### src/rtl/ps2_pkg.sv
// rtl/ps2_pkg.sv - shared PS/2 host transmitter types, defaults and command codes
//
// Contents:
//   ps2_tx_state_t        host-to-device transmitter FSM states
//   PS2_INHIBIT_CYCLES    default clock-inhibit length (100 us at 6.5 MHz)
//   PS2_TIMEOUT_CYCLES    default release-to-ACK limit (15 ms at 6.5 MHz)
//   PS2_FILTER_LEN        default clock glitch-filter length
//   PS2_CMD_* / PS2_ACK   keyboard command and response bytes
//   ps2_odd_parity()      parity bit that makes the 9-bit data+parity word odd

package ps2_pkg;

    typedef enum logic [2:0] {
        ST_IDLE,
        ST_INHIBIT,
        ST_RTS,
        ST_SHIFT,
        ST_ACK,
        ST_WAIT_IDLE
    } ps2_tx_state_t;

    localparam int PS2_INHIBIT_CYCLES = 650;
    localparam int PS2_TIMEOUT_CYCLES = 97500;
    localparam int PS2_FILTER_LEN     = 4;

    localparam logic [7:0] PS2_CMD_RESET  = 8'hFF;
    localparam logic [7:0] PS2_CMD_LEDS   = 8'hED;
    localparam logic [7:0] PS2_CMD_ENABLE = 8'hF4;
    localparam logic [7:0] PS2_ACK        = 8'hFA;

    function automatic logic ps2_odd_parity(input logic [7:0] data);
        return ~^data;
    endfunction

endpackage

### src/rtl/ps2_line_filter.sv
// rtl/ps2_line_filter.sv - PS/2 line synchronizer, glitch filter and falling-edge detector
//
// Ports:
//   clk      in  keyboard-domain clock
//   reset    in  synchronous, active-high
//   i_raw    in  raw asynchronous pin level
//   o_filt   out filtered level (idles high)
//   o_fall   out one-cycle pulse on a filtered 1->0 transition, aligned with o_filt falling

module ps2_line_filter #(
    parameter int FILTER_LEN = 4
) (
    input  logic clk,
    input  logic reset,
    input  logic i_raw,
    output logic o_filt,
    output logic o_fall
);

    localparam int CW = (FILTER_LEN > 1) ? $clog2(FILTER_LEN) : 1;
    localparam logic [CW-1:0] CNT_LAST = CW'(FILTER_LEN - 1);

    logic          r_s1;
    logic          r_s2;
    logic          r_filt;
    logic          r_fall;
    logic [CW-1:0] r_cnt;

    // r_cnt counts consecutive synchronized samples that disagree with the
    // filtered level; the level flips on the FILTER_LEN-th such sample.
    always_ff @(posedge clk) begin
        if (reset) begin
            r_s1   <= 1'b1;
            r_s2   <= 1'b1;
            r_filt <= 1'b1;
            r_fall <= 1'b0;
            r_cnt  <= '0;
        end else begin
            r_s1   <= i_raw;
            r_s2   <= r_s1;
            r_fall <= 1'b0;
            if (r_s2 != r_filt) begin
                if (r_cnt == CNT_LAST) begin
                    r_filt <= r_s2;
                    r_fall <= ~r_s2;
                    r_cnt  <= '0;
                end else begin
                    r_cnt <= r_cnt + 1'b1;
                end
            end else begin
                r_cnt <= '0;
            end
        end
    end

    assign o_filt = r_filt;
    assign o_fall = r_fall;

endmodule

### src/rtl/ps2_host_tx.sv
// rtl/ps2_host_tx.sv - PS/2 host-to-device command transmitter (keyboard port)
//
// Ports:
//   clk, reset      keyboard-domain clock, synchronous active-high reset
//   tx_data/valid   command byte and request; accepted when tx_valid & tx_ready
//   tx_ready        high only in IDLE
//   tx_done         one-cycle pulse after ACK with both lines back idle
//   tx_error        one-cycle pulse on missing ACK or timeout
//   busy            high whenever not IDLE (receiver discards frames)
//   ps2_clk_i/data_i raw asynchronous pin levels
//   ps2_clk_oe/data_oe 1 pulls the open-drain line low, 0 releases it

module ps2_host_tx
    import ps2_pkg::*;
#(
    parameter int INHIBIT_CYCLES = PS2_INHIBIT_CYCLES,
    parameter int TIMEOUT_CYCLES = PS2_TIMEOUT_CYCLES,
    parameter int FILTER_LEN     = PS2_FILTER_LEN
) (
    input  logic       clk,
    input  logic       reset,
    input  logic [7:0] tx_data,
    input  logic       tx_valid,
    output logic       tx_ready,
    output logic       tx_done,
    output logic       tx_error,
    output logic       busy,
    input  logic       ps2_clk_i,
    input  logic       ps2_data_i,
    output logic       ps2_clk_oe,
    output logic       ps2_data_oe
);

    localparam int CNT_MAX_VAL = (INHIBIT_CYCLES > TIMEOUT_CYCLES) ? INHIBIT_CYCLES : TIMEOUT_CYCLES;
    localparam int CW          = $clog2(CNT_MAX_VAL + 1);
    localparam logic [CW-1:0] INH_LAST = CW'(INHIBIT_CYCLES - 1);
    localparam logic [CW-1:0] TMO      = CW'(TIMEOUT_CYCLES);

    ps2_tx_state_t r_state, w_next_state;
    logic [CW-1:0] r_cnt, w_cnt_next;
    logic [3:0]    r_bitcnt, w_bitcnt_next;
    logic [9:0]    r_shreg, w_shreg_next;
    logic          r_data_oe, w_data_oe_next;
    logic          r_data_s1, r_data_s2;

    logic          w_clk_filt;
    logic          w_clk_fall;
    logic          w_tmo_state;

    ps2_line_filter #(
        .FILTER_LEN (FILTER_LEN)
    ) u_clk_filter (
        .clk    (clk),
        .reset  (reset),
        .i_raw  (ps2_clk_i),
        .o_filt (w_clk_filt),
        .o_fall (w_clk_fall)
    );

    always_ff @(posedge clk) begin
        if (reset) begin
            r_data_s1 <= 1'b1;
            r_data_s2 <= 1'b1;
        end else begin
            r_data_s1 <= ps2_data_i;
            r_data_s2 <= r_data_s1;
        end
    end

    always_ff @(posedge clk) begin
        if (reset) begin
            r_state   <= ST_IDLE;
            r_cnt     <= '0;
            r_bitcnt  <= '0;
            r_shreg   <= '0;
            r_data_oe <= 1'b0;
        end else begin
            r_state   <= w_next_state;
            r_cnt     <= w_cnt_next;
            r_bitcnt  <= w_bitcnt_next;
            r_shreg   <= w_shreg_next;
            r_data_oe <= w_data_oe_next;
        end
    end

    // The timeout window opens at RTS; checking it ahead of the per-state
    // logic makes a timeout win over an ACK edge landing on the same cycle.
    assign w_tmo_state = (r_state == ST_RTS) || (r_state == ST_SHIFT) ||
                         (r_state == ST_ACK) || (r_state == ST_WAIT_IDLE);

    always_comb begin
        w_next_state   = r_state;
        w_cnt_next     = (r_cnt == '1) ? r_cnt : r_cnt + 1'b1;
        w_bitcnt_next  = r_bitcnt;
        w_shreg_next   = r_shreg;
        w_data_oe_next = r_data_oe;
        tx_done        = 1'b0;
        tx_error       = 1'b0;

        if (w_tmo_state && (r_cnt >= TMO)) begin
            tx_error       = 1'b1;
            w_data_oe_next = 1'b0;
            w_next_state   = ST_IDLE;
        end else begin
            case (r_state)
                ST_IDLE: begin
                    w_cnt_next     = '0;
                    w_data_oe_next = 1'b0;
                    if (tx_valid) begin
                        w_shreg_next = {1'b1, ps2_odd_parity(tx_data), tx_data};
                        w_next_state = ST_INHIBIT;
                    end
                end
                ST_INHIBIT: begin
                    if (r_cnt == INH_LAST) begin
                        w_data_oe_next = 1'b1;      // start bit
                        w_cnt_next     = '0;
                        w_next_state   = ST_RTS;
                    end
                end
                ST_RTS: begin
                    w_cnt_next    = '0;
                    w_bitcnt_next = '0;
                    w_next_state  = ST_SHIFT;
                end
                ST_SHIFT: begin
                    if (w_clk_fall) begin
                        w_data_oe_next = ~r_shreg[0];
                        w_shreg_next   = {1'b0, r_shreg[9:1]};
                        w_bitcnt_next  = r_bitcnt + 1'b1;
                        if (r_bitcnt == 4'd9) begin
                            w_next_state = ST_ACK;
                        end
                    end
                end
                ST_ACK: begin
                    if (w_clk_fall) begin
                        if (!r_data_s2) begin
                            w_next_state = ST_WAIT_IDLE;
                        end else begin
                            tx_error     = 1'b1;
                            w_next_state = ST_IDLE;
                        end
                    end
                end
                ST_WAIT_IDLE: begin
                    if (w_clk_filt && r_data_s2) begin
                        tx_done      = 1'b1;
                        w_next_state = ST_IDLE;
                    end
                end
                default: begin
                    w_data_oe_next = 1'b0;
                    w_next_state   = ST_IDLE;
                end
            endcase
        end
    end

    assign tx_ready    = (r_state == ST_IDLE);
    assign busy        = (r_state != ST_IDLE);
    assign ps2_clk_oe  = (r_state == ST_INHIBIT) || (r_state == ST_RTS);
    assign ps2_data_oe = r_data_oe;

endmodule

### config.mk
export PLATFORM = sky130hd
export DESIGN_NAME = ps2_host_tx
export DESIGN_NICKNAME = d
export VERILOG_FILES = /design/src/rtl/ps2_pkg.sv /design/src/rtl/ps2_line_filter.sv /design/src/rtl/ps2_host_tx.sv
export SDC_FILE = /design/constraint.sdc
export NUM_CORES = 1
export LEC_CHECK = 0
export ABC_AREA = 1
export CORE_ASPECT_RATIO = 0.9
export CORE_MARGIN = 2
export CORE_UTILIZATION = 48
export CTS_CLUSTER_SIZE = 30
export DETAILED_ROUTE_END_ITERATION = 6
export GPL_TIMING_DRIVEN = 0
export PLACE_DENSITY = 0.75
export RECOVER_POWER = 25
export SLEW_MARGIN = 10
export SYNTH_ARGS = -nofsm -noshare
export SYNTH_HDL_FRONTEND = slang
export SYNTH_HIERARCHICAL = 1
export SYNTH_SLANG_ARGS = --single-unit
### constraint.sdc
create_clock -name clk -period 1.6 [get_ports clk]
set_input_delay 0.24 -clock clk [delete_from_list [all_inputs] [get_ports clk]]
set_output_delay 0.24 -clock clk [all_outputs]
set_load 0.02 [all_outputs]
==> impl_metrics.py <==
metrics = {
    "power": {
        "p_int_w": 0.00252,
        "p_comb_share_pct": 53.4,
        "seq_power_share_pct": 31.2,
        "p_switching_w": 0.00183,
        "pwr-share-clk_pct": 15.4,
        "power_w": 0.00435,
        "ir_worst_vdd_v": 0.000930,
        "switching_share_pct": 42.1,
        "power.density_nw_per_um2": 1280,
        "leakage_nw": 1.49,
    },
    "grt": {
        "antenna_found_initial": 0,
        "grt_overflow": 0,
        "grt_util_all_layers_pct": 21.2,
        "grt_pass1_wl_mm": 9.86,
        "grt_max_degree": 13,
        "grt_pass1_vias": 2239,
    },
    "synthesis": {
        "synth_edf_count": 0,
        "synth-seq-area-share_pct": 34.1,
        "syn_inst": 388,
        "synth_top_area_share_pct": 34.1,
        "ys_async_sr_fraction_pct": 0,
        "yosys-top-cells-count": "nand2_1 (96), nor2_1 (74), inv_1 (49)",
        "yosys.area.top_type": "dfxtp_1",
        "syn_area_um2": 2520,
        "synth_flop_cell": "dfxtp_1",
        "synth_seq_cells": 43,
        "synth_cell_types": 32,
        "syn_nets": 407,
        "yosys_warnings": 6,
        "syn_area_per_cell_um2": 6.50,
        "synth.most_common_cell": "nand2_1",
        "synth.area.top_cells": "dfxtp_1 (34%), nand2_1 (14%), nor2_1 (11%)",
    },
    "placed_design": {
        "gp_congestion": 0.872,
        "dp_hpwl_mm": 4.03,
        "dpl-instance-area_um2": 2790,
        "numPortBuffers": 18,
        "pre_cts_ws_ns": -0.451,
    },
    "timing": {
        "rsz0062_at_grt": "yes",
        "hold_ws_ns": 0.419,
        "layout_min_cycle_time_ns": 1.74,
        "period_share_pct": 109,
        "worst_pin_slew_ns": 0.490,
        "fmax_mhz": 576,
        "finalSetupViolCount": 27,
        "layout_setup_ws_ns": -0.137,
        "slew_headroom_pct": 67.2,
        "finalHoldViolations": 0,
        "fin_skew_ns": 0.00692,
        "slew_viol_final": 0,
    },
    "routing": {
        "routed_wirelength_mm": 7.18,
        "firstDrtPassIters": 7,
        "drt-initial-drc-count": 344,
        "ant_nets": 0,
        "drc_errors": 0,
        "routedWlPerCell_um": 14.0,
        "vias": 2747,
        "vias_per_cell": 5.35,
    },
    "critical_path": {
        "end_kind": "output pin",
        "path_class": "reg2out",
        "worst_ep_arrival_time_ns": 1.50,
        "cp_data_required_time_ns": 1.36,
        "r2r_cells": 10,
        "start_kind": "flip-flop",
        "path_max_fanout": 8,
    },
    "clocking": {
        "h-tree-depth": 2,
        "clockBufferDepth": 2,
        "cts_made_buffers": 5,
        "ctsHoldBuffers": 0,
        "clk_latency_ns": 0.29,
        "clkSlewWorstSetupHoldPaths_ns": 0.08,
        "cts_tree": "done",
        "cts_num_sinks": 43,
        "clock-root-buffer": "clkbuf_8",
    },
    "floorplan": {
        "start_util_pct": 48.9,
        "rows": 25,
        "ioPinCount": 19,
        "fp.dieH_um": 72.8,
        "core_um2": 5160,
        "dieWidth_um": 80.4,
        "die-area_um2": 5850,
    },
    "cells_and_area": {
        "drive_gt1_share_pct": 31.2,
        "antenna_cells": 0,
        "areaGrowthSynthToFinish_pct": 35.1,
        "final_net_count": 464,
        "finalInstanceArea_um2": 3410,
    },
    "status": {
        "outcome": "complete, but fails checks",
        "violations": "negative setup slack",
    },
    "job": {
        "drv_cap": 0,
    },
    "hold_path": {
        "hold_path_depth": 1,
        "hold_path.class": "reg2reg",
    },
}
-- metrics by stage --
stage	utilization, %	TNS [ns]	instances
4_1_cts	59.2	-0.304	494
3_5_place_dp	54.0	-4.20	473
6_report	66.0	-1.43	513
5_1_grt	66.0	-4.07	513
2_1_floorplan	-	0	388
3_3_place_gp	54.0	-4.37	473
-- cell type report --
cell class              instances  area (um^2)
clock inverters                 1         5.00
clock buffers                   7         76.3
well taps                      67         83.8
fillers                       433         1750
plain buffers                   7         72.6
flip-flops and latches         43          898
multi-input cells             283         1630
repair inverters                1         5.00
inverters                      55          216
repair buffers                 49          417
-- logic make-up (layout without fill, tap and decap cells) --
logic type	Yosys count	count (layout)	share of synthesized area (%)
and+or+nand+nor	230	231	40.2
adders and majority gates	6	6	2.97
xor gates and xnor gates	17	17	5.90
DFF	43	43	34.1
buffers and inverters	63	120	10.7
AOI/OAI and AO/OA	29	29	6.15
-- critical path, cell delays in order, from the launching register on --
cell and delay [ns]:
dfxtp_2 0.32, buf_6 0.13, nor2_2 0.16, nand2_2 0.12
nand3_1 0.15, nand2_2 0.10, o31ai_4 0.07, buf_6 0.15
-- power by group through the flow --
stage,Clock [W],Sequential [W],Combinational (W)
after floorplan,0,0.00135,0.00124
after global placement,0,0.00135,0.00166
after detailed placement,0,0.00136,0.00169
after CTS,0.000682,0.00134,0.00170
after global routing,0.000718,0.00138,0.00255
final,0.000672,0.00136,0.00232
-- timing repair --
action	in CTS	in global routing
resized for setup	58	72
gates cloned	1	4
pin swaps	8	23
setup buffers	13	15
setup endpoints to repair	29	37
-- final timing paths --
check / startpoint / endpoint / slack (ns)
hold / removal: u_clk_filter/r_s1 / u_clk_filter/r_s2 / 0.42
setup reg to reg: r_state[0] / r_cnt[9] / -0.07
setup / recovery: r_state[0] / tx_error / -0.14
hold reg to reg: u_clk_filter/r_s1 / u_clk_filter/r_s2 / 0.42
-- registers in the layout (all words and copies together) (netlist names), 2 cells and up --
name / cells
r_state: 3
r_cnt: 17
u_clk_filter/r_cnt: 2
r_bitcnt: 4
r_shreg: 10
-- metal layers --
layer	wire length [um]	up-vias	track usage [%]
met3	544	26	3.34
met4	203	0	6.21
met2	3400	136	34.3
met5	0	-	0
met1	3030	1251	29.4
li1	-	1334	-
-- layout by cell type, fill, tap and decap left out, drive strengths merged, types with 3 or more instances in the layout --
cell / count
nand3: 26
clkdlybuf4s50: 12
xnor2: 4
clkinv: 3
buf: 40
nor2: 75
clkbuf: 9
inv: 54
xor2: 13
o21ai: 12
dfxtp: 43
a21oi: 14
nor3: 12
nand4: 12
or2: 5
nand2: 100
ha: 6
Note: power is estimated with default switching activity, not from simulation.
